**src/rtl/opcode_assembler.sv**
```systemverilog
// ---------------------------------------------------------------------------
// opcode_assembler
//
// Collects NUM_WORDS instruction words from a valid/ready word stream into a
// single wide opcode and offers it to the opcode decoder over a valid/ready
// handshake with backpressure. The newest word always enters the top slot and
// older words move down one slot, so after words A, B, C (NUM_WORDS=3) the
// opcode reads {C, B, A}.
//
// Parameters:
//   WORD_W          width of one incoming word (>=1)
//   NUM_WORDS       words per opcode (>=2)
//   TIMEOUT_CYCLES  idle cycles before a partial frame is dropped (>=2)
//
// Optional feature macro: OPCODE_ASM_TIMEOUT_EN
//   defined   - a partially filled frame left idle for TIMEOUT_CYCLES cycles
//               is discarded and timeout_pulse fires for one cycle
//   undefined - partial frames are held indefinitely, timeout_pulse is 0
//
// Ports:
//   clk            system clock, rising edge
//   n_rst          asynchronous active-low reset
//   clear          synchronous flush of any partial or full frame
//   word_valid     word_in is valid
//   word_in        incoming word
//   word_ready     a word can be accepted this cycle
//   opcode_valid   a complete opcode is held on opcode_out
//   opcode_ready   decoder consumes the opcode
//   opcode_out     assembled opcode
//   word_count     words currently held (0..NUM_WORDS)
//   timeout_pulse  one-cycle pulse when a partial frame is dropped
// ---------------------------------------------------------------------------
module opcode_assembler #(
    parameter int WORD_W         = 32,
    parameter int NUM_WORDS      = 3,
    parameter int TIMEOUT_CYCLES = 16
) (
    input  logic                          clk,
    input  logic                          n_rst,
    input  logic                          clear,
    input  logic                          word_valid,
    input  logic [WORD_W-1:0]             word_in,
    output logic                          word_ready,
    output logic                          opcode_valid,
    input  logic                          opcode_ready,
    output logic [WORD_W*NUM_WORDS-1:0]   opcode_out,
    output logic [$clog2(NUM_WORDS+1)-1:0] word_count,
    output logic                          timeout_pulse
);

    localparam int OP_W  = WORD_W * NUM_WORDS;
    localparam int CNT_W = $clog2(NUM_WORDS + 1);
    localparam logic [CNT_W-1:0] FULL_COUNT = CNT_W'(NUM_WORDS);

    // Reject illegal configurations at elaboration time.
    if (WORD_W < 1 || NUM_WORDS < 2 || TIMEOUT_CYCLES < 2) begin : g_param_check
        $error("opcode_assembler: illegal parameter set");
    end

    typedef enum logic {
        S_FILL,
        S_FULL
    } state_t;

    state_t            state_q, state_d;
    logic [CNT_W-1:0]  count_d;
    logic [OP_W-1:0]   opcode_d;
    logic [OP_W-1:0]   shifted;
    logic              accept;

    // In FULL the word port is a pass-through of the decoder's ready: a word
    // can only enter in the same cycle the held opcode leaves.
    assign word_ready   = (state_q == S_FILL) || opcode_ready;
    assign opcode_valid = (state_q == S_FULL);

    // clear drops any same-cycle word even though word_ready may be high.
    assign accept  = word_valid && word_ready && !clear;
    assign shifted = {word_in, opcode_out[OP_W-1:WORD_W]};

`ifdef OPCODE_ASM_TIMEOUT_EN
    localparam int IDLE_W = $clog2(TIMEOUT_CYCLES);

    logic [IDLE_W-1:0] idle_q;
    logic              timeout_hit;

    // idle_q counts completed idle cycles; the cycle that would make it
    // TIMEOUT_CYCLES is the expiry cycle. An accept in that cycle wins.
    assign timeout_hit = (state_q == S_FILL) && (word_count != '0) && !accept &&
                         !clear && (idle_q == IDLE_W'(TIMEOUT_CYCLES - 1));

    always_ff @(posedge clk or negedge n_rst) begin
        if (!n_rst) begin
            idle_q        <= '0;
            timeout_pulse <= 1'b0;
        end else begin
            timeout_pulse <= timeout_hit;
            if (clear || accept || timeout_hit || (word_count == '0) || (state_q == S_FULL))
                idle_q <= '0;
            else
                idle_q <= idle_q + IDLE_W'(1);
        end
    end
`else
    assign timeout_pulse = 1'b0;
`endif

    always_comb begin
        // NOTE: every signal written here gets a default first so no path can
        // leave it unassigned and infer a latch.
        state_d  = state_q;
        count_d  = word_count;
        opcode_d = opcode_out;

        if (clear) begin
            state_d  = S_FILL;
            count_d  = '0;
            opcode_d = '0;
        end else if (state_q == S_FILL) begin
            if (accept) begin
                opcode_d = shifted;
                count_d  = word_count + CNT_W'(1);
                if (word_count == FULL_COUNT - CNT_W'(1))
                    state_d = S_FULL;
            end
`ifdef OPCODE_ASM_TIMEOUT_EN
            else if (timeout_hit) begin
                count_d  = '0;
                opcode_d = '0;
            end
`endif
        end else if (opcode_ready) begin
            // Opcode consumed; a same-cycle word starts the next frame. The
            // old opcode stays visible on opcode_out until overwritten.
            state_d = S_FILL;
            if (accept) begin
                opcode_d = shifted;
                count_d  = CNT_W'(1);
            end else begin
                count_d  = '0;
            end
        end
    end

    always_ff @(posedge clk or negedge n_rst) begin
        if (!n_rst) begin
            state_q    <= S_FILL;
            word_count <= '0;
            opcode_out <= '0;
        end else begin
            // NOTE: registered state uses non-blocking assignments so every
            // flop samples the pre-edge values regardless of statement order.
            state_q    <= state_d;
            word_count <= count_d;
            opcode_out <= opcode_d;
        end
    end

endmodule

```
**config.mk**
```make
export PLATFORM = sky130hd
export DESIGN_NAME = opcode_assembler
export DESIGN_NICKNAME = d
export VERILOG_FILES = /design/src/rtl/opcode_assembler.sv
export SDC_FILE = /design/constraint.sdc
export NUM_CORES = 1
export LEC_CHECK = 0
export ABC_AREA = 1
export BUFFER_PORTS_ARGS = -buffer_cell sky130_fd_sc_hd__buf_2
export CAP_MARGIN = 20
export CORE_MARGIN = 4
export CORE_UTILIZATION = 40
export DETAILED_ROUTE_END_ITERATION = 6
export PLACE_DENSITY_LB_ADDON = 0.3
export SLEW_MARGIN = 20
export SYNTH_ARGS = -nofsm -noshare
export SYNTH_HDL_FRONTEND = slang
export SYNTH_SLANG_ARGS = --single-unit
export TNS_END_PERCENT = 20
```
**constraint.sdc**
```tcl
create_clock -name clk -period 1.3 [get_ports clk]
set_clock_uncertainty 0.1 [all_clocks]
set_input_delay 0 -clock clk [delete_from_list [all_inputs] [get_ports clk]]
set_output_delay 0 -clock clk [all_outputs]
set_load 0.005 [all_outputs]
```
==> results by group <==
Synth
  • Net count after synthesis: 502
  • Synth unique cells: 16
  • Avg Cell Area, Syn: 9.29 um2
  • Adder-Cell Fraction of Synth Area: 0.290%
  • Post-synthesis cell count: 464
  • Simple-gate share of the synthesized area: 35.1%
  • Ys Warns: 0
  • Post-synthesis xor/xnor area fraction: 0%
  • Seq cells post-synth: 99
  • Mux cell area share after synthesis: 0%
  • Main combinational cell family by area after synthesis: simple AND/OR/NAND/NOR gates
  • Post-synthesis sequential area ratio: 57.5%
  • Post-Syn Area: 4310 um2
  • Compound-Gate Fraction of Synth Area: 0.116%

Pwr
  • Sw Pwr: 1620 uW
  • Sw Ratio: 25.8%
  • Worst VDD drop: 637 uV
  • Clk pwr share: 33.3%
  • Combinational cell fraction of total power: 14.0%
  • Lkg Pwr: 0.00336 uW
  • Power per cell area: 1040 nW/um2
  • Internal power: 4640 uW
  • Sequential share of power: 52.7%

Global route
  • Total grt overflow: 0
  • Initial antenna violation count: 0
  • Largest net degree at the start of global routing: 100
  • All-layer global routing usage: 18.8%
  • First-pass GRT wire length: 19600 um
  • Number of global-route vias before repair: 3909

Route
  • Starting DRT DRC Count: 297
  • DR vias: 4113
  • Residual DRC: 0
  • Detail Route Antenna Nets: 0
  • Routed via count divided by cell count: 5.39
  • Routed length per instance: 15.6 um
  • DR pass1 iterations: 4
  • Final wirelength: 11900 um

Setup path
  • CP Launch Type: flop
  • Crit Path Max Fanout: 13
  • Worst reg2reg startpoint: opcode_valid$_DFF_PN0_
  • Type of destination of the critical path: flop
  • Crit path kind: flop to flop
  • WP data arrival: 1.42 ns
  • Crit. Startpoint: opcode_valid$_DFF_PN0_
  • WP data required: 1.45 ns

Floorplanning
  • Row Count: 37
  • Die H: 112 um
  • Initial Utilization: 41.4%
  • Die ar.: 12500 um2
  • Die Wd: 112 um
  • Number of I/O pins: 138
  • Core Area: 10400 um2

STA
  • Final hold vios: 0
  • Tmin final: 1.26 ns
  • RSZ-0062 raised after global routing: true
  • Crit share post-route: 97.3%
  • Max-slew headroom: 64.9%
  • Fmax: 791 MHz
  • Finish-stage setup viols: 0
  • Max Slew Vio Count: 0
  • Worst Tran Pin Value: 0.527 ns

CTS
  • Worst-Skew Late Latency: 0.35 ns
  • Max Root-Sink Buffers: 2
  • CTS root buf: clkbuf_8
  • CTS tree: done
  • Clock sinks: 99
  • Reg clk slew, reported paths: 0.09 ns
  • H-tree depth: 3
  • Total CTS buffers: 9

Placed design
  • Port Buf Inserts: 136
  • Area after DPL: 5180 um2
  • HPWL after DPL: 7410 um
  • RePlAce Congestion: 0.787
  • Post-placement cell count: 705

Cells and area
  • Finished layout cell area: 5990 um2
  • Share of cells above drive strength 1: 32.1%
  • Post-layout util: 57.5%
  • Final Non-Filler Cells: 763
  • Fill count: 919
  • Diode count: 0
  • Nets: 660
  • Area growth syn-to-layout: 38.8%

Status
  • Outcome: finished clean

Flow run
  • Max-Cap Viols: 0

Min path
  • Worst hold path class: primary input to asynchronous set/reset pin
-- critical path: stages, from the launching register on --
cell       delay, ns
dfrtp_1         0.42
nand2_4         0.17
nand2_8         0.13
clkbuf_16       0.21
nand3_1         0.08
nand2_1         0.05
-- cell families (layout without fill, tap and decap cells) --
family | count (synthesis) | after routing
buffers and inverters | 58 | 221
other | 1 | 1
AND/OR/NAND/NOR | 304 | 304
flip-flops | 99 | 99
AO/OA/AOI/OAI | 1 | 1
adder cells (fa/ha/maj) | 1 | 1
-- flip-flops by register name, summed over array words and instances, names as in the netlist --
register      count
word_count        2
opcode_out       96
opcode_valid      1
-- final cells by class --
class / instances / area (um2) / share of cell area (%)
multi-input combinational: 307 / 1640 / 27.4
clock inverter: 3 / 45.0 / 0.753
tap: 136 / 170 / 2.84
timing repair buffer: 200 / 1460 / 24.4
clock buffer: 13 / 169 / 2.82
inverter: 5 / 23.8 / 0.397
sequential: 99 / 2480 / 41.4
-- power groups by stage --
stage,combinational (uW),clock (uW),sequential [uW]
6_report,875,2080,3300
5_1_grt,973,2290,3320
4_1_cts,828,2140,3290
3_5_place_dp,734,0,3350
3_3_place_gp,719,0,3350
2_1_floorplan,356,0,3350
-- repair_timing --
action	in CTS	in global routing
setup buffers	0	4
hold endpoints to repair	145	0
cloned	1	2
pin swaps	1	2
gates resized for setup	3	24
hold buffers	36	0
endpoints found under the setup margin	1	98
-- final timing paths --
kind                                                   end  slack [ns]  cells after the start
worst max-delay path             opcode_out[0]$_DFFE_PN0P_        0.04                      5
worst min-delay path            opcode_out[57]$_DFFE_PN0P_        0.14                      3
worst max register to register   opcode_out[0]$_DFFE_PN0P_        0.04                      5
worst min register to register  opcode_out[15]$_DFFE_PN0P_        0.41                      2
max in group asynchronous       opcode_out[42]$_DFFE_PN0P_        0.55                      3
min in group clk                opcode_out[70]$_DFFE_PN0P_        0.33                      4
-- cell usage after synthesis --
library cell	instances	area share (%)
o21ai_0	1	0.12
conb_1	1	0.087
buf_6	5	1.3
nand3_1	98	11
buf_1	4	0.35
nand2_2	2	0.29
clkbuf_1	13	1.1
clkinv_1	1	0.087
inv_1	4	0.35
nor2_1	2	0.17
buf_2	28	3.3
dfrtp_1	99	57
ha_1	1	0.29
buf_4	3	0.52
nand2_1	105	9.1
nand4_1	97	14
-- layer usage --
metal | vias up | wire length, um | global-route usage, %
met3 | 16 | 650 | 3.26
met4 | 0 | 189 | 6.24
met1 | 1992 | 5340 | 26.4
met5 | - | 0 | 0
met2 | 135 | 5720 | 29.4
li1 | 1970 | - | -
-- layout by cell type (no fill, tap or decap), types with 2 or more instances in the layout --
cell type      instances
buf_2                133
nand2_1              105
dfrtp_1               99
nand4_1               97
nand3_1               80
dlygate4sd3_1         36
nand3_2               18
buf_4                 14
clkbuf_8              12
buf_12                10
buf_6                  4
inv_1                  3
nor2_1                 2
clkinvlp_4             2
clkbuf_16              2
-- per-stage QoR --
stage | hold slack, ns | power [uW] | setup slack [ns] | setup TNS (ns)
after global placement | -0.00127 | 4070 | 0.110 | 0
after CTS | 0.149 | 6270 | 0.00587 | 0
after floorplan | -0.396 | 3710 | 0.0716 | 0
after detailed placement | 0.00703 | 4090 | 0.0763 | 0
final | 0.137 | 6250 | 0.0351 | 0
after global routing | 0.189 | 6580 | -0.0399 | -1.11
No activity file was read; power rests on OpenSTA's default activity.
